<file path="config.mk">
export PLATFORM = sky130hd
export DESIGN_NAME = uart_tx_fifo_gen2_flat
export DESIGN_NICKNAME = d
export VERILOG_FILES = /design/src/rtl/uart_tx_fifo_gen2_if.sv /design/src/rtl/uart_tx_fifo_gen2.sv /design/src/flat_wrapper.sv
export SDC_FILE = /design/constraint.sdc
export NUM_CORES = 1
export LEC_CHECK = 0
export BUFFER_PORTS_ARGS = -buffer_cell sky130_fd_sc_hd__buf_2
export CORE_MARGIN = 4
export CORE_UTILIZATION = 60
export DETAILED_ROUTE_END_ITERATION = 16
export GPL_ROUTABILITY_DRIVEN = 0
export PLACE_DENSITY = 0.79
export SLEW_MARGIN = 20
export SYNTH_ARGS = -nofsm -noshare
export SYNTH_HDL_FRONTEND = slang
export SYNTH_SLANG_ARGS = --single-unit
</file>
<file path="constraint.sdc">
create_clock -name clk -period 3.15 [get_ports clk]
set_input_delay 0.945 -clock clk [delete_from_list [all_inputs] [get_ports clk]]
set_output_delay 0.945 -clock clk [all_outputs]
set_load 0.02 [all_outputs]
</file>
<file path="src/rtl/uart_tx_fifo_gen2_if.sv">
// Bus between the APB register file and the UART transmit engine.
//
// Signals:
//   wr_en, wr_data        character push from the register file
//   char_len, parity_mode character format, sampled when a frame starts
//   stop2, brk            two-stop-bit select, line break request
//   tx                    serial output
//   txrdy, tx_empty       FIFO not full / engine fully idle
//   fifo_level, overflow  FIFO occupancy / dropped-write pulse
//   fsm_state             current transmitter state, for observation
//
// Handshake: wr_en is a one-clk push qualifier. txrdy is the registered
// "not full" indication. A push is accepted when the FIFO is not full, or
// when a pop happens in the same clk. Otherwise it is dropped and overflow
// pulses for one clk. There is no back-pressure beyond txrdy.
interface uart_tx_fifo_gen2_if #(
    parameter int DATA_W  = 8,
    parameter int FIFO_AW = 3
);
    logic              wr_en;
    logic [DATA_W-1:0] wr_data;
    logic [3:0]        char_len;
    logic [2:0]        parity_mode;
    logic              stop2;
    logic              brk;
    logic              tx;
    logic              txrdy;
    logic              tx_empty;
    logic [FIFO_AW:0]  fifo_level;
    logic              overflow;
    logic [2:0]        fsm_state;

    modport master (
        output wr_en, wr_data, char_len, parity_mode, stop2, brk,
        input  tx, txrdy, tx_empty, fifo_level, overflow, fsm_state
    );

    modport slave (
        input  wr_en, wr_data, char_len, parity_mode, stop2, brk,
        output tx, txrdy, tx_empty, fifo_level, overflow, fsm_state
    );
endinterface

</file>
<file path="src/rtl/uart_tx_fifo_gen2.sv">
// UART transmit engine with an internal FIFO.
//
// The engine supports the following features:
//   - a run-time character length of 5..DATA_W bits
//   - none/odd/even/mark/space parity
//   - one or two stop bits
//   - line break generation
//
// Bit timing comes from baud_tick, which pulses once per bit period.
//
// Ports:
//   clk        system clock
//   reset_n    asynchronous active-low reset
//   baud_tick  one-clk pulse per bit period
//   bus        uart_tx_fifo_gen2_if slave: push side, frame config, status, tx
module uart_tx_fifo_gen2 #(
    parameter int DATA_W  = 8,
    parameter int FIFO_AW = 3
) (
    input  logic                  clk,
    input  logic                  reset_n,
    input  logic                  baud_tick,
    uart_tx_fifo_gen2_if.slave    bus
);

    localparam int               DEPTH   = 1 << FIFO_AW;
    localparam logic [FIFO_AW:0] DEPTH_L = {1'b1, {FIFO_AW{1'b0}}};
    localparam logic [3:0]       LEN_MIN = 4'd5;
    localparam logic [3:0]       LEN_MAX = 4'(DATA_W);

    // Each state names the bit currently driven on tx.
    localparam logic [2:0] S_IDLE   = 3'd0;
    localparam logic [2:0] S_BREAK  = 3'd1;
    localparam logic [2:0] S_START  = 3'd2;
    localparam logic [2:0] S_DATA   = 3'd3;
    localparam logic [2:0] S_PARITY = 3'd4;
    localparam logic [2:0] S_STOP1  = 3'd5;
    localparam logic [2:0] S_STOP2  = 3'd6;

    // FIFO storage and bookkeeping
    logic [DATA_W-1:0]  mem [DEPTH];
    logic [FIFO_AW-1:0] wr_ptr_q, rd_ptr_q;
    logic [FIFO_AW:0]   level_q, level_n;
    logic               push, pop;
    logic [DATA_W-1:0]  head;

    // Transmitter state and the frame config latched at frame start
    logic [2:0]        state_q, state_n;
    logic              tx_q, tx_n;
    logic [DATA_W-1:0] sh_q, sh_n;
    logic [3:0]        cnt_q, cnt_n;
    logic              par_q, par_n;
    logic [3:0]        len_q, len_n;
    logic [2:0]        pm_q, pm_n;
    logic              s2_q, s2_n;

    // Registered status outputs
    logic txrdy_q, tx_empty_q, overflow_q;

    // Combinational helpers
    logic       frame_end, decide, par_en, par_fold, par_bit;
    logic [3:0] len_in;

    assign head = mem[rd_ptr_q];

    // Out-of-range character lengths clamp to the nearest legal bound.
    always_comb begin
        len_in = bus.char_len;
        if (bus.char_len < LEN_MIN) begin
            len_in = LEN_MIN;
        end else if (bus.char_len > LEN_MAX) begin
            len_in = LEN_MAX;
        end
    end

    // The last stop bit ends on a tick. At that point the same
    // break/pop/idle decision as IDLE is taken in the same clk. This lets
    // frames run back to back with no idle bit between them.
    always_comb begin
        frame_end = baud_tick &&
                    (((state_q == S_STOP1) && !s2_q) || (state_q == S_STOP2));
        decide    = (state_q == S_IDLE) || frame_end;
        pop       = decide && !bus.brk && baud_tick && (level_q != '0);
        // A pop in the same clk frees a slot, so a write to a full FIFO
        // still lands in that case.
        push      = bus.wr_en && ((level_q != DEPTH_L) || pop);
    end

    always_comb begin
        level_n = level_q;
        if (push && !pop) begin
            level_n = level_q + (FIFO_AW+1)'(1);
        end else if (pop && !push) begin
            level_n = level_q - (FIFO_AW+1)'(1);
        end
    end

    // Parity of all data bits including the one now leaving the shifter.
    always_comb begin
        par_fold = par_q ^ sh_q[0];
        par_en   = (pm_q >= 3'd1) && (pm_q <= 3'd4);
        par_bit  = 1'b0;
        case (pm_q)
            3'd1:    par_bit = ~par_fold;
            3'd2:    par_bit = par_fold;
            3'd3:    par_bit = 1'b1;
            default: par_bit = 1'b0;
        endcase
    end

    always_comb begin
        state_n = state_q;
        tx_n    = tx_q;
        sh_n    = sh_q;
        cnt_n   = cnt_q;
        par_n   = par_q;
        len_n   = len_q;
        pm_n    = pm_q;
        s2_n    = s2_q;
        if (decide) begin
            if (bus.brk) begin
                state_n = S_BREAK;
                tx_n    = 1'b0;
            end else if (pop) begin
                state_n = S_START;
                tx_n    = 1'b0;
                sh_n    = head;
                len_n   = len_in;
                pm_n    = bus.parity_mode;
                s2_n    = bus.stop2;
                par_n   = 1'b0;
                cnt_n   = 4'd0;
            end else begin
                state_n = S_IDLE;
                tx_n    = 1'b1;
            end
        end else begin
            case (state_q)
                S_BREAK: begin
                    if (!bus.brk) begin
                        state_n = S_IDLE;
                        tx_n    = 1'b1;
                    end
                end
                S_START: begin
                    if (baud_tick) begin
                        state_n = S_DATA;
                        tx_n    = sh_q[0];
                        cnt_n   = 4'd0;
                    end
                end
                S_DATA: begin
                    if (baud_tick) begin
                        par_n = par_fold;
                        if (cnt_q < len_q - 4'd1) begin
                            cnt_n = cnt_q + 4'd1;
                            sh_n  = sh_q >> 1;
                            tx_n  = sh_q[1];
                        end else if (par_en) begin
                            state_n = S_PARITY;
                            tx_n    = par_bit;
                        end else begin
                            state_n = S_STOP1;
                            tx_n    = 1'b1;
                        end
                    end
                end
                S_PARITY: begin
                    if (baud_tick) begin
                        state_n = S_STOP1;
                        tx_n    = 1'b1;
                    end
                end
                S_STOP1: begin
                    // Only the two-stop-bit case reaches here on a tick.
                    if (baud_tick && s2_q) begin
                        state_n = S_STOP2;
                        tx_n    = 1'b1;
                    end
                end
                default: ;
            endcase
        end
    end

    // FIFO storage carries no reset; the pointers and level define validity.
    always_ff @(posedge clk) begin
        if (push) begin
            mem[wr_ptr_q] <= bus.wr_data;
        end
    end

    always_ff @(posedge clk or negedge reset_n) begin
        if (!reset_n) begin
            wr_ptr_q   <= '0;
            rd_ptr_q   <= '0;
            level_q    <= '0;
            txrdy_q    <= 1'b1;
            tx_empty_q <= 1'b1;
            overflow_q <= 1'b0;
        end else begin
            if (push) begin
                wr_ptr_q <= wr_ptr_q + FIFO_AW'(1);
            end
            if (pop) begin
                rd_ptr_q <= rd_ptr_q + FIFO_AW'(1);
            end
            level_q    <= level_n;
            txrdy_q    <= (level_n != DEPTH_L);
            tx_empty_q <= (state_n == S_IDLE) && (level_n == '0) && !bus.brk;
            overflow_q <= bus.wr_en && !push;
        end
    end

    always_ff @(posedge clk or negedge reset_n) begin
        if (!reset_n) begin
            state_q <= S_IDLE;
            tx_q    <= 1'b1;
            sh_q    <= '0;
            cnt_q   <= '0;
            par_q   <= 1'b0;
            len_q   <= '0;
            pm_q    <= '0;
            s2_q    <= 1'b0;
        end else begin
            state_q <= state_n;
            tx_q    <= tx_n;
            sh_q    <= sh_n;
            cnt_q   <= cnt_n;
            par_q   <= par_n;
            len_q   <= len_n;
            pm_q    <= pm_n;
            s2_q    <= s2_n;
        end
    end

    assign bus.tx         = tx_q;
    assign bus.txrdy      = txrdy_q;
    assign bus.tx_empty   = tx_empty_q;
    assign bus.fifo_level = level_q;
    assign bus.overflow   = overflow_q;
    assign bus.fsm_state  = state_q;

endmodule

</file>
<file path="src/flat_wrapper.sv">
// flat-port wrapper written by rule: the top's interface ports become plain ports
module uart_tx_fifo_gen2_flat 
#(
    parameter int DATA_W  = 8,
    parameter int FIFO_AW = 3
)
  (clk, reset_n, baud_tick, bus_wr_en, bus_wr_data, bus_char_len, bus_parity_mode, bus_stop2, bus_brk, bus_tx, bus_txrdy, bus_tx_empty, bus_fifo_level, bus_overflow, bus_fsm_state);
  uart_tx_fifo_gen2_if #(.DATA_W(DATA_W), .FIFO_AW(FIFO_AW)) bus_i ();
  input  logic clk;
  input  logic reset_n;
  input  logic baud_tick;
  input wire logic [$bits(bus_i.wr_en)-1:0] bus_wr_en;
  input wire logic [$bits(bus_i.wr_data)-1:0] bus_wr_data;
  input wire logic [$bits(bus_i.char_len)-1:0] bus_char_len;
  input wire logic [$bits(bus_i.parity_mode)-1:0] bus_parity_mode;
  input wire logic [$bits(bus_i.stop2)-1:0] bus_stop2;
  input wire logic [$bits(bus_i.brk)-1:0] bus_brk;
  output wire logic [$bits(bus_i.tx)-1:0] bus_tx;
  output wire logic [$bits(bus_i.txrdy)-1:0] bus_txrdy;
  output wire logic [$bits(bus_i.tx_empty)-1:0] bus_tx_empty;
  output wire logic [$bits(bus_i.fifo_level)-1:0] bus_fifo_level;
  output wire logic [$bits(bus_i.overflow)-1:0] bus_overflow;
  output wire logic [$bits(bus_i.fsm_state)-1:0] bus_fsm_state;
  assign bus_i.wr_en = bus_wr_en;
  assign bus_i.wr_data = bus_wr_data;
  assign bus_i.char_len = bus_char_len;
  assign bus_i.parity_mode = bus_parity_mode;
  assign bus_i.stop2 = bus_stop2;
  assign bus_i.brk = bus_brk;
  assign bus_tx = bus_i.tx;
  assign bus_txrdy = bus_i.txrdy;
  assign bus_tx_empty = bus_i.tx_empty;
  assign bus_fifo_level = bus_i.fifo_level;
  assign bus_overflow = bus_i.overflow;
  assign bus_fsm_state = bus_i.fsm_state;
  uart_tx_fifo_gen2 #(.DATA_W(DATA_W), .FIFO_AW(FIFO_AW)) u_core (.clk(clk), .reset_n(reset_n), .baud_tick(baud_tick), .bus(bus_i));
endmodule
</file>
==> summary.txt <==
Outcome
  – Outcome: completed

Routing
  – 1st-iter DRT viols: 192
  – Drt drc: 0
  – WL per Instance: 17.1 um
  – Drt via density: 5.92
  – Vias: 2983
  – Pre-Repair DR Iteration Count: 4
  – Detail Route Antenna Nets: 0
  – Final WL: 8620 um

STA
  – Fin. max-slew vios: 0
  – Setup TNS: 0 ps
  – Clock Skews: 14.0 ps
  – Min cycle time layout: 2680 ps
  – Crit share post-route: 0.851
  – Final hold vios: 0
  – Setup violations, final: 0
  – Top achievable clock speed: 373 MHz
  – Final worst slack: 469 ps
  – Slew HR: 0.445
  – RSZ-0062 raised after global routing: false
  – Worst-Margin Slew: 833 ps

Layout
  – Layout Nets: 430
  – Share of layout cells above drive strength 1: 0.242
  – Ant. Diodes: 0
  – Fillcell total: 521
  – Non-Filler Instances: 504
  – Synthesis-to-layout area growth: 11.8%

Floorplan
  – CORE AREA: 0.00737 mm^2
  – Die Y: 96.0 um
  – Num rows: 31
  – IO Pins: 32
  – Starting Density: 0.630
  – DIE WIDTH: 96.0 um
  – Full die area: 0.00921 mm^2

Global routing
  – First-pass GRT wire length: 14500 um
  – Gr usage total: 0.214
  – Pin count of the biggest net entering global routing: 39
  – Vias in the first global route: 2963
  – GRT overflow: 0
  – Initial antenna violation count: 0

Worst setup path
  – Max stage delay on crit path: 490 ps
  – CP cell instances: inv_1, ha_1, or3b_2, nand2_1, nor2_1, buf_4, a21oi_2, o21ai_0
  – WP buf/inv: 2
  – Cell family with most CP delay: simple AND/OR/NAND/NOR gates
  – Worst Setup End Kind: flop
  – CP max stage cell: dfrtp_1
  – Req. time, crit path: 3370 ps
  – CP Launch Type: flop
  – Maximum fanout along the worst path: 15
  – Crit path DAT: 2900 ps
  – Critical Setup Path Class: flop to flop

Clock network
  – H-tree depth: 3
  – Sink Count: 102
  – Root buffer cell: clkbuf_8
  – Max Root-Sink Buffers: 2
  – PostCTS Resize Cnt: 0
  – Cts hold-fix bufs: 0
  – CTS clk-pin slew, worst paths: 100 ps
  – Num CTS Buffers: 9
  – CTS tree: built
  – Setup repair bufs after CTS: 0
  – Latest clock arrival within the worst-skew pair: 370 ps

Power
  – Power, Total: 0.00473 W
  – Pleak: 1.98 nW
  – Peak supply drop: 0.444 mV
  – Power density over cell area: 911 mW/mm^2

Logic synthesis
  – Post-Syn Instances: 352
  – EDFF count, synth: 64
  – Yosys reg bits: 102
  – Net count after synthesis: 382
  – Primary FF master, synth: edfxtp_1
  – Synth Warn #: 0
  – Cell variety after synth: 59
  – Async SR Flop Fraction: 0.373
  – Post-Syn Area: 0.00464 mm^2
  – Syn_area_per_cell: 13.2 um^2
  – Seq/Total Area, Yosys: 0.620

Placed design
  – # placed instances: 488
  – IO Port Bufs: 31
  – Dpl hpwl: 5930 um
  – Pre-CTS WS: 306 ps

Job
  – Max-Cap Viols: 0

Worst hold path
  – HP Class: flop to flop
[routing by layer]
layer,vias to the layer above,global-route usage,part of all wire
met5,-,0,0
met4,0,0.0758,0.016
met3,11,0.0453,0.048
met2,68,0.357,0.51
met1,1484,0.278,0.43
li1,1420,-,-
[cell type report]
type	count	area [um^2]	area share
Clock inverter	7	65.1	0.0125
Multi-Input combinational cell	225	1650	0.318
Timing Repair Buffer	53	320	0.0617
Inverter	9	33.8	0.00651
Sequential cell	102	2880	0.554
Clock buffer	9	124	0.0239
Tap cell	99	124	0.0239
[synth_stat cells (all sizes together), types with 5 or more instances]
cell type | instances | share of area
o21ai | 24 | 0.027
mux4 | 16 | 0.078
nand3 | 5 | 0.0054
a21oi | 12 | 0.014
inv | 9 | 0.0073
ha | 9 | 0.024
nand2 | 56 | 0.045
edfxtp | 64 | 0.41
nor3 | 12 | 0.015
xnor2 | 7 | 0.013
nand2b | 6 | 0.0081
nor2 | 17 | 0.014
buf | 8 | 0.012
mux2i | 10 | 0.022
dfrtp | 35 | 0.19
clkbuf | 8 | 0.0065
[report_power, final]
part / internal [W] / total (W) / switching [W] / leakage, nW
Clock: 0.000305 / 0.000781 / 0.000476 / 0.0938
Combinational: 0.000866 / 0.00183 / 0.000968 / 0.835
Sequential: 0.00177 / 0.00212 / 0.000347 / 1.05
Total: 0.00294 / 0.00473 / 0.00179 / 1.98
[cells by family after synthesis]
kind of cell | after synthesis | synth area share
compound gates | 66 | 0.0943
xor+xnor | 9 | 0.0170
fa+ha+maj | 9 | 0.0243
buf+inv | 25 | 0.0253
flops | 102 | 0.620
mux | 27 | 0.102
simple gates | 114 | 0.118
[path summary, 6_finish.rpt]
path,cells past startpoint,start,end,slack (ps)
worst max-delay path,8,u_core.bus.fifo_level[0],u_core.sh_q[0],470
worst min-delay path,2,u_core.sh_q[5],u_core.sh_q[5],500
worst max register to register,8,u_core.bus.fifo_level[0],u_core.sh_q[0],470
worst min register to register,2,u_core.sh_q[5],u_core.sh_q[5],500
max in group asynchronous,1,reset_n,u_core.bus.overflow,1960
min in group asynchronous,1,reset_n,u_core.pm_q[0],660
[metrics by stage]
stage / instance area (um^2) / util / hold slack, ps
2_1_floorplan: 4640 / - / 444
3_3_place_gp: 5000 / 0.679 / 464
3_5_place_dp: 5000 / 0.679 / 480
4_1_cts: 5190 / 0.705 / 504
5_1_grt: 5190 / 0.705 / 520
6_report: 5190 / 0.705 / 497
[placed cells by master, fill, tap and decap left out, types with 2 or more instances in the layout]
cell type   n
dfstp_2     3
nor3_1     10
buf_2      31
buf_4      22
o22a_1      2
nand4b_1    2
clkbuf_8    9
mux4_2     16
nand3_1     5
ha_1        9
nor2_1     17
or3_1       3
o31ai_1     2
edfxtp_1   64
a21oi_1    11
inv_8       2
a41oi_1     2
nor3_2      2
a22oi_1     2
o22ai_1     3
o221ai_1    2
nor4bb_1    2
o21ai_2     2
nand2_1    56
o211ai_1    3
inv_1       9
o21ai_0    21
a211oi_1    3
xor2_1      2
dfrtp_1    35
xnor2_1     7
clkinv_4    3
mux2i_1    10
nand2b_1    6
[registers in the layout (all words and copies together) (netlist names)]
register	count
u_core.mem	64
u_core.sh_q	8
u_core.bus.fifo_level	4
u_core.cnt_q	4
u_core.len_q	4
u_core.bus.fsm_state	3
u_core.pm_q	3
u_core.rd_ptr_q	3
u_core.wr_ptr_q	3
u_core.bus.overflow	1
u_core.bus.tx	1
u_core.bus.tx_empty	1
u_core.bus.txrdy	1
u_core.par_q	1
u_core.s2_q	1
[worst register-to-register path, stage by stage, from the launching register on]
cell	delay [ps]
dfrtp_1	490
inv_1	110
ha_1	240
or3b_2	480
nand2_1	170
nor2_1	150
buf_4	200
a21oi_2	480
o21ai_0	220
Power figures use the tool's default switching activity.
